File: src/rtl/decoder_scan_mxn_pkg.sv
// Shared types and helpers for the scanning one-hot select decoder family.
// Decoders of any width up to 2**MAX_SIZE lines slice the result of onehot_decode.
package decoder_scan_mxn_pkg;

  localparam int MAX_SIZE = 8;
  localparam int MAX_W    = 2 ** MAX_SIZE;

  localparam logic MODE_DIRECT = 1'b0;
  localparam logic MODE_SCAN   = 1'b1;

  // Dwell counter width: max(1, clog2(dwell)).
  function automatic int cnt_width(input int dwell);
    if (dwell <= 2) begin
      return 1;
    end else begin
      return $clog2(dwell);
    end
  endfunction

  function automatic logic [MAX_W-1:0] onehot_decode(input logic [MAX_SIZE-1:0] idx,
                                                     input logic active_low);
    logic [MAX_W-1:0] v;
    v      = {MAX_W{1'b0}};
    v[idx] = 1'b1;
    if (active_low) begin
      return ~v;
    end else begin
      return v;
    end
  endfunction

endpackage

File: src/rtl/decoder_scan_mxn_onehot_dec.sv
// Combinational index-to-select-pattern decoder with polarity and blanking.
// Shared by the display digit scanner and keypad row drivers.
module decoder_scan_mxn_onehot_dec
  import decoder_scan_mxn_pkg::*;
#(
  parameter int SIZE       = 2,
  parameter bit ACTIVE_LOW = 1'b1
) (
  input  logic [SIZE-1:0]    idx,
  input  logic               en,
  output logic [2**SIZE-1:0] pattern
);

  localparam int W = 2 ** SIZE;
  localparam logic [W-1:0] BLANK = ACTIVE_LOW ? {W{1'b1}} : {W{1'b0}};

  // Select the decoded line, or blank when disabled.
  always_comb begin
    pattern = BLANK;
    if (en) begin
      pattern = W'(onehot_decode(MAX_SIZE'(idx), ACTIVE_LOW));
    end else begin
      pattern = BLANK;
    end
  end

endmodule

File: src/rtl/decoder_scan_mxn.sv
// Registered one-hot select decoder with direct-load and auto-scan modes,
// used as digit/row select for multiplexed displays and keypads.
module decoder_scan_mxn
  import decoder_scan_mxn_pkg::*;
#(
  parameter int SIZE       = 2,
  parameter bit ACTIVE_LOW = 1'b1,
  parameter int DWELL      = 4
) (
  input  logic               clk,
  input  logic               rst,
  input  logic               en,
  input  logic               mode_in,
  input  logic               load_in,
  input  logic [SIZE-1:0]    a_in,
  input  logic [SIZE-1:0]    last_in,
  output logic [2**SIZE-1:0] b_out,
  output logic [SIZE-1:0]    idx_out,
  output logic               wrap_out
);

  localparam int W     = 2 ** SIZE;
  localparam int CNT_W = cnt_width(DWELL);
  localparam logic [CNT_W-1:0] CNT_LAST = CNT_W'(DWELL - 1);
  localparam logic [W-1:0]     BLANK    = ACTIVE_LOW ? {W{1'b1}} : {W{1'b0}};

  logic [SIZE-1:0]  idx_r;
  logic [CNT_W-1:0] cnt_r;
  logic [SIZE-1:0]  idx_nxt_s;
  logic [CNT_W-1:0] cnt_nxt_s;
  logic             wrap_nxt_s;
  logic [W-1:0]     pattern_s;

  // Next index, dwell count and wrap pulse; en=0 freezes everything.
  always_comb begin
    idx_nxt_s  = idx_r;
    cnt_nxt_s  = cnt_r;
    wrap_nxt_s = 1'b0;
    if (!en) begin
      idx_nxt_s = idx_r;
      cnt_nxt_s = cnt_r;
    end else if (mode_in == MODE_DIRECT) begin
      cnt_nxt_s = {CNT_W{1'b0}};
      if (load_in) begin
        idx_nxt_s = a_in;
      end else begin
        idx_nxt_s = idx_r;
      end
    end else if (load_in) begin
      idx_nxt_s = a_in;
      cnt_nxt_s = {CNT_W{1'b0}};
    end else if (cnt_r < CNT_LAST) begin
      cnt_nxt_s = cnt_r + CNT_W'(1);
    end else begin
      cnt_nxt_s = {CNT_W{1'b0}};
      // >= also catches last_in lowered below the current index.
      if (idx_r >= last_in) begin
        idx_nxt_s  = {SIZE{1'b0}};
        wrap_nxt_s = 1'b1;
      end else begin
        idx_nxt_s  = idx_r + SIZE'(1);
      end
    end
  end

  decoder_scan_mxn_onehot_dec #(
    .SIZE       (SIZE),
    .ACTIVE_LOW (ACTIVE_LOW)
  ) u_dec (
    .idx     (idx_nxt_s),
    .en      (en),
    .pattern (pattern_s)
  );

  // State and output registers, all updated on the same edge.
  always_ff @(posedge clk) begin
    if (rst) begin
      idx_r    <= {SIZE{1'b0}};
      cnt_r    <= {CNT_W{1'b0}};
      wrap_out <= 1'b0;
      b_out    <= BLANK;
    end else begin
      idx_r    <= idx_nxt_s;
      cnt_r    <= cnt_nxt_s;
      wrap_out <= wrap_nxt_s;
      b_out    <= pattern_s;
    end
  end

  assign idx_out = idx_r;

endmodule

File: config.mk
export PLATFORM = sky130hd
export DESIGN_NAME = decoder_scan_mxn
export DESIGN_NICKNAME = d
export VERILOG_FILES = /design/src/rtl/decoder_scan_mxn_pkg.sv /design/src/rtl/decoder_scan_mxn_onehot_dec.sv /design/src/rtl/decoder_scan_mxn.sv
export SDC_FILE = /design/constraint.sdc
export NUM_CORES = 1
export LEC_CHECK = 0
export BUFFER_PORTS_ARGS = -buffer_cell sky130_fd_sc_hd__buf_4
export CAP_MARGIN = 20
export CORE_AREA = 2 2 39 41
export DETAILED_ROUTE_END_ITERATION = 8
export DIE_AREA = 0 0 41 43
export PLACE_DENSITY_LB_ADDON = 0.08
export SYNTH_ARGS = -nofsm -noshare
export SYNTH_HDL_FRONTEND = slang
export SYNTH_HIERARCHICAL = 1
export SYNTH_SLANG_ARGS = --single-unit
export TNS_END_PERCENT = 100
File: constraint.sdc
create_clock -name clk -period 3.3 [get_ports clk]
set_clock_uncertainty 0.2 [all_clocks]
set_input_delay 0.66 -clock clk [delete_from_list [all_inputs] [get_ports clk]]
set_output_delay 0.66 -clock clk [all_outputs]
set_load 0.005 [all_outputs]
### Yosys cells after proc, flatten, opt, wreduce, memory -nomap -nowiden

Cells that the tools add are included.

| operators by class | value |
|---|---|
| $lt $le $gt $ge | 4 |
| multiplexer cells | 12 |
| bitwise logic cells | 3 |
| add/sub/neg operators | 2 |
| reduce and logical (&&, ||, !) cells | 3 |

Operators by type and width:

| cell | number |
|---|---|
| $mux 2 | 9 |
| $lt 2x9->1 const B | 1 |
| $reduce_or 5->1 | 1 |
| $add 2x1->2 const B | 2 |
| $not 4->4 | 1 |
| $demux 1 s2 | 1 |
| $ge 2x1->1 const B | 1 |
| $ge 2x2->1 | 1 |
| $lt 2x2->1 const B | 1 |
| $mux 1 | 2 |
| $not 1->1 | 2 |
| $reduce_or 2->1 | 1 |
| $logic_and 1x1->1 | 1 |

| storage, ports and cells | value |
|---|---|
| word-level logic and storage cells | 28 |
| output and inout port bits | 7 |
| input bits | 9 |
| register bits | 9 |

### Logic depth before layout (Yosys ltp)

| depth | value |
|---|---|
| word-level depth | 11 |
| gate-level depth with buffers | 7 |
| mapped depth without buffers | 7 |

### Hierarchy

The synthesis kept the hierarchy.

Modules (own cells, without submodules):

| module | cells an instance | area an instance (um^2) | seq. area each (um^2) | instances |
|---|---|---|---|---|
| decoder_scan_mxn | 48 | 470.5 | 180.2 | 1 |
| decoder_scan_mxn_onehot_dec | 4 | 28.8 | 0.0 | 1 |

### Worst setup path after synthesis

OpenSTA, ideal clock, no wires.

| timing | value |
|---|---|
| kind | input-to-reg |
| from | input last_in[0] |
| to | register b_out[0] |
| path slack | 0.892 ns |
| arrival time | 2.084 ns |
| cell stages on the path | 6 |
| data required time | 2.977 ns |
| cell sequence | ha_1 > nand2b_1 > a2111oi_4 > or3_1 > or3b_1 > or2_2 |

| on the way | value |
|---|---|
| cells in the longest elaborated chain, start to end | 11 |
| elaborated cells between the ends (all ways) | 12 |
| classes of those cells | 3 x order compare; 7 x mux; 1 x bitwise; 1 x reduce/logical |

RTL lines:

| element | line | text |
|---|---|---|
| start, declared | decoder_scan_mxn.sv:16 | `input logic [SIZE-1:0] last_in,` |
| $ge 2x2->1 (*) | decoder_scan_mxn.sv:57 | `if (idx_r >= last_in) begin` |
| $mux 2 (*) | decoder_scan_mxn.sv:57 |  |
| $mux 2 (*) | decoder_scan_mxn.sv:52 | `end else if (cnt_r < CNT_LAST) begin` |
| $mux 2 (*) | decoder_scan_mxn.sv:49 | `end else if (load_in) begin` |
| $mux 2 (*) | decoder_scan_mxn.sv:42 | `end else if (mode_in == MODE_DIRECT) begin` |
| $mux 2 (*) | decoder_scan_mxn.sv:39 | `if (!en) begin` |
| net idx_nxt_s[0] | decoder_scan_mxn.sv:29 | `logic [SIZE-1:0] idx_nxt_s;` |
| $lt 2x9->1 (implied by the code) / $ge 2x1->1 (equally long branches) | decoder_scan_mxn_pkg.sv:24 | `v[idx] = 1'b1;` |
| $logic_and 1x1->1 (implied by the code) | decoder_scan_mxn_pkg.sv:24 |  |
| $mux 1 (implied by the code) | decoder_scan_mxn_pkg.sv:24 |  |
| $demux 1 s2 (*) | - |  |
| $not 4->4 (*) | decoder_scan_mxn_pkg.sv:26 | `return ~v;` |
| end signal, assigned | decoder_scan_mxn.sv:86 | `b_out <= pattern_s;` |
| end, declared | decoder_scan_mxn.sv:17 | `output logic [2**SIZE-1:0] b_out,` |

Mark *: on every way through the listed nets, which the timed path passes. The rest lies on a longest branch.
A chain may end at the register's enable or synchronous reset.

### Worst setup path after layout

| timing | value |
|---|---|
| from | input last_in[1] |
| to | register b_out[0] |

Same word-level chain as after synthesis.

==> results by group <==
Run status
  • Status: completed

Worst setup path
  • FF-to-FF End: b_out[0]
  • CP max FO: 4
  • Setup CP Type: primary input to flop
  • Worst-case reg-to-reg path depth: 7
  • Startpoint types: primary input
  • Critical Path RT: ~3.3 ns
  • Arrival time at the worst endpoint: around 2.3 ns
  • Setup slack, reg-to-reg: 1.03 ns
  • Worst r2r src: idx_out[0]
  • Crit end category: flop

STA
  • Final period util: 0.701
  • RSZ-0062 raised after global routing: false
  • Post-layout min period: 2.31 ns
  • Final setup vio count: 0
  • Worst Tran Pin Value: between 0.4 and 0.5 ns
  • Rel. slew slack: 0.705
  • Final worst slack: 0.986 ns
  • Final Hold Vio Count: 0
  • Setup TNS: 0 ns
  • Max-slew violation count: 0
  • Highest clock rate: about 0.43 GHz

Routing
  • Drt first pass iters: 4
  • Vias per inst: 4.97
  • # DRC: 0
  • Initial DRC count: 13
  • Final WL: 1.01 mm
  • Total vias in the final route: 427
  • WL/cell: 11.7 µm
  • Post-DRT Antenna Nets: 0

GRT
  • First-pass GRT wire length: 1.64 mm
  • Aggregate global-route resource usage: 0.145
  • Global route overflow: 0
  • Initial antenna violation count: 0
  • Vias in the first global route: 391
  • Largest net degree at the start of global routing: 16

Placed design
  • HPWL after DPL: slightly below 800 µm
  • Placed Instance Area: between 600 and 700 µm²
  • Port Buffers: 15
  • Place WS: 0.714 ns
  • GP Congestion: 0.698

Pwr
  • Internal power: about 180 µW
  • Comb power frac: 0.172
  • PwrDens: 368 nW/µm²
  • Leak: about 0.28 nW
  • Clk pwr share: 0.352
  • Maximum vdd ir drop: 0.137 mV
  • Final Power: 241 µW
  • P_sw: 59.0 µW
  • Sw frac: 0.245
  • Seq pwr share: 0.476

Synthesis
  • Yosys warns: 6
  • Main synth FF type: dfxtp_1
  • Net Count, Synth: 64
  • Post-synth ARST share: 0
  • Syn avg cell area: about 9.6 µm²
  • Post-synthesis cell count: 52
  • Seq cells post-synth: 9
  • EDFF count, synth: 0
  • Sequential fraction of the synthesis area: 0.361
  • Mapped Area: 499 µm²
  • Netlist cell types: 28

Die
  • DIE AREA: ~1800 µm²
  • Core Box Area: 1380 µm²
  • Initial Utilization: 0.361
  • Site row count: 14
  • Die width: 41 µm
  • Boundary Pins: 16
  • Die height: 43 µm

Clock tree
  • Inserted Clock Buffers: 3
  • CTS root buf: clkbuf_4
  • Hold-fix buffers, CTS: 0
  • Setup Fix Bufs, Post-CTS: 0
  • Clock sink count: 9
  • Worst-case clock buffer depth: 2
  • CTS clock-pin slew for the worst setup and hold paths: 0.06 ns
  • Cts repair resizes: 0
  • Clk_lat worst skew: between 0.2 and 0.3 ns
  • TritonCTS clock tree: done
  • H-tree depth: 1

Min path
  • Hold_sp: cnt_r[1]
  • Hold crit path type: flop to flop
  • Hold Path End: cnt_r[1]
  • Hold depth: 2

Cells and area
  • Area of the multi-input gates: 304 µm²
  • Fillers: 142
  • Sequential Area: 180 µm²
  • Layout area overhead: 31.1%
  • Design area: around 650 µm²
  • Share of layout cells above drive strength 1: 0.400
  • Most frequent cells in the layout: 15 x buf_4, 9 x dfxtp_1, 5 x or2_2
  • Ant diodes: 0
  • Most common cell after layout, fill and taps aside: buf_4
  • Layout Nets: 83

Job
  • Max-cap viol count: 0
==> per-layer routing <==
layer / global-route usage / part of all wire / up-vias
met5: 0 / 0 / -
met4: 0.120 / 0.030 / 0
met3: 0.0471 / 0.067 / 4
met2: 0.191 / 0.43 / 13
met1: 0.181 / 0.47 / 185
li1: - / - / 225
==> cells by family after synthesis <==
| logic type | after synthesis | synth area share |
|---|---|---|
| mux | 1 | 0.0201 |
| fa+ha+maj | 3 | 0.0752 |
| flops | 9 | 0.361 |
| buf+inv | 4 | 0.0301 |
| simple gates | 26 | 0.348 |
| compound gates | 9 | 0.165 |
==> worst max-delay path, stage by stage <==
cell and delay (ns):
buf_4 0.10, inv_1 0.04, ha_1 0.23, nor3b_1 0.08, nor3_1 0.33, o31ai_1 0.18
or3b_1 0.38, or2_2 0.26
==> through the flow <==
step,utilization,cells,hold slack (ns)
2_1_floorplan,-,52,0.244
5_1_grt,0.473,86,0.310
4_1_cts,0.473,86,0.288
3_5_place_dp,0.454,82,0.279
6_report,0.473,86,0.284
3_3_place_gp,0.454,82,0.260
==> synth_stat cells, types with 2 or more instances <==
| master | n | area [µm²] |
|---|---|---|
| a21oi_1 | 3 | 15.0 |
| dfxtp_1 | 9 | 180 |
| ha_1 | 3 | 37.5 |
| inv_1 | 3 | 11.3 |
| nand2b_1 | 2 | 12.5 |
| nand3_1 | 2 | 10.0 |
| nand3b_1 | 2 | 15.0 |
| nor2_1 | 2 | 7.51 |
| nor2b_1 | 3 | 18.8 |
| or2_2 | 5 | 31.3 |
==> state kept, by name (all words and copies together) (netlist names) <==
signal,flops
cnt_r,2
wrap_out,1
idx_out,2
b_out,4
==> worst max-delay path by stage <==
stage / start / endpoint / cells past startpoint / slack, ns
final: last_in[1] / b_out[0] / 8 / 0.99
after global routing: idx_out[0] / b_out[3] / 7 / 0.83
after CTS: last_in[0] / b_out[0] / 7 / 1.0
after detailed placement: last_in[0] / b_out[0] / 7 / 0.71
after global placement: last_in[1] / b_out[0] / 8 / 0.72
after floorplan: last_in[0] / b_out[0] / 6 / 0.89
==> cell type report <==
| class | instances | share of cell area |
|---|---|---|
| multi-input cells | 39 | 0.465 |
| flip-flops and latches | 9 | 0.275 |
| repair buffers | 15 | 0.172 |
| clock buffers | 4 | 0.0402 |
| well taps | 16 | 0.0306 |
| inverters | 3 | 0.0172 |
==> power by group through the flow <==
stage / logic [mW] / registers (mW) / clock network, mW
finish: 0.0414 / 0.115 / 0.0846
CTS: 0.0418 / 0.115 / 0.0891
floorplan: 0.0229 / 0.117 / 0
detailed placement: 0.0417 / 0.117 / 0
global route: 0.0461 / 0.115 / 0.0991
global placement: 0.0415 / 0.117 / 0
No activity file was read; power rests on OpenSTA's default activity.
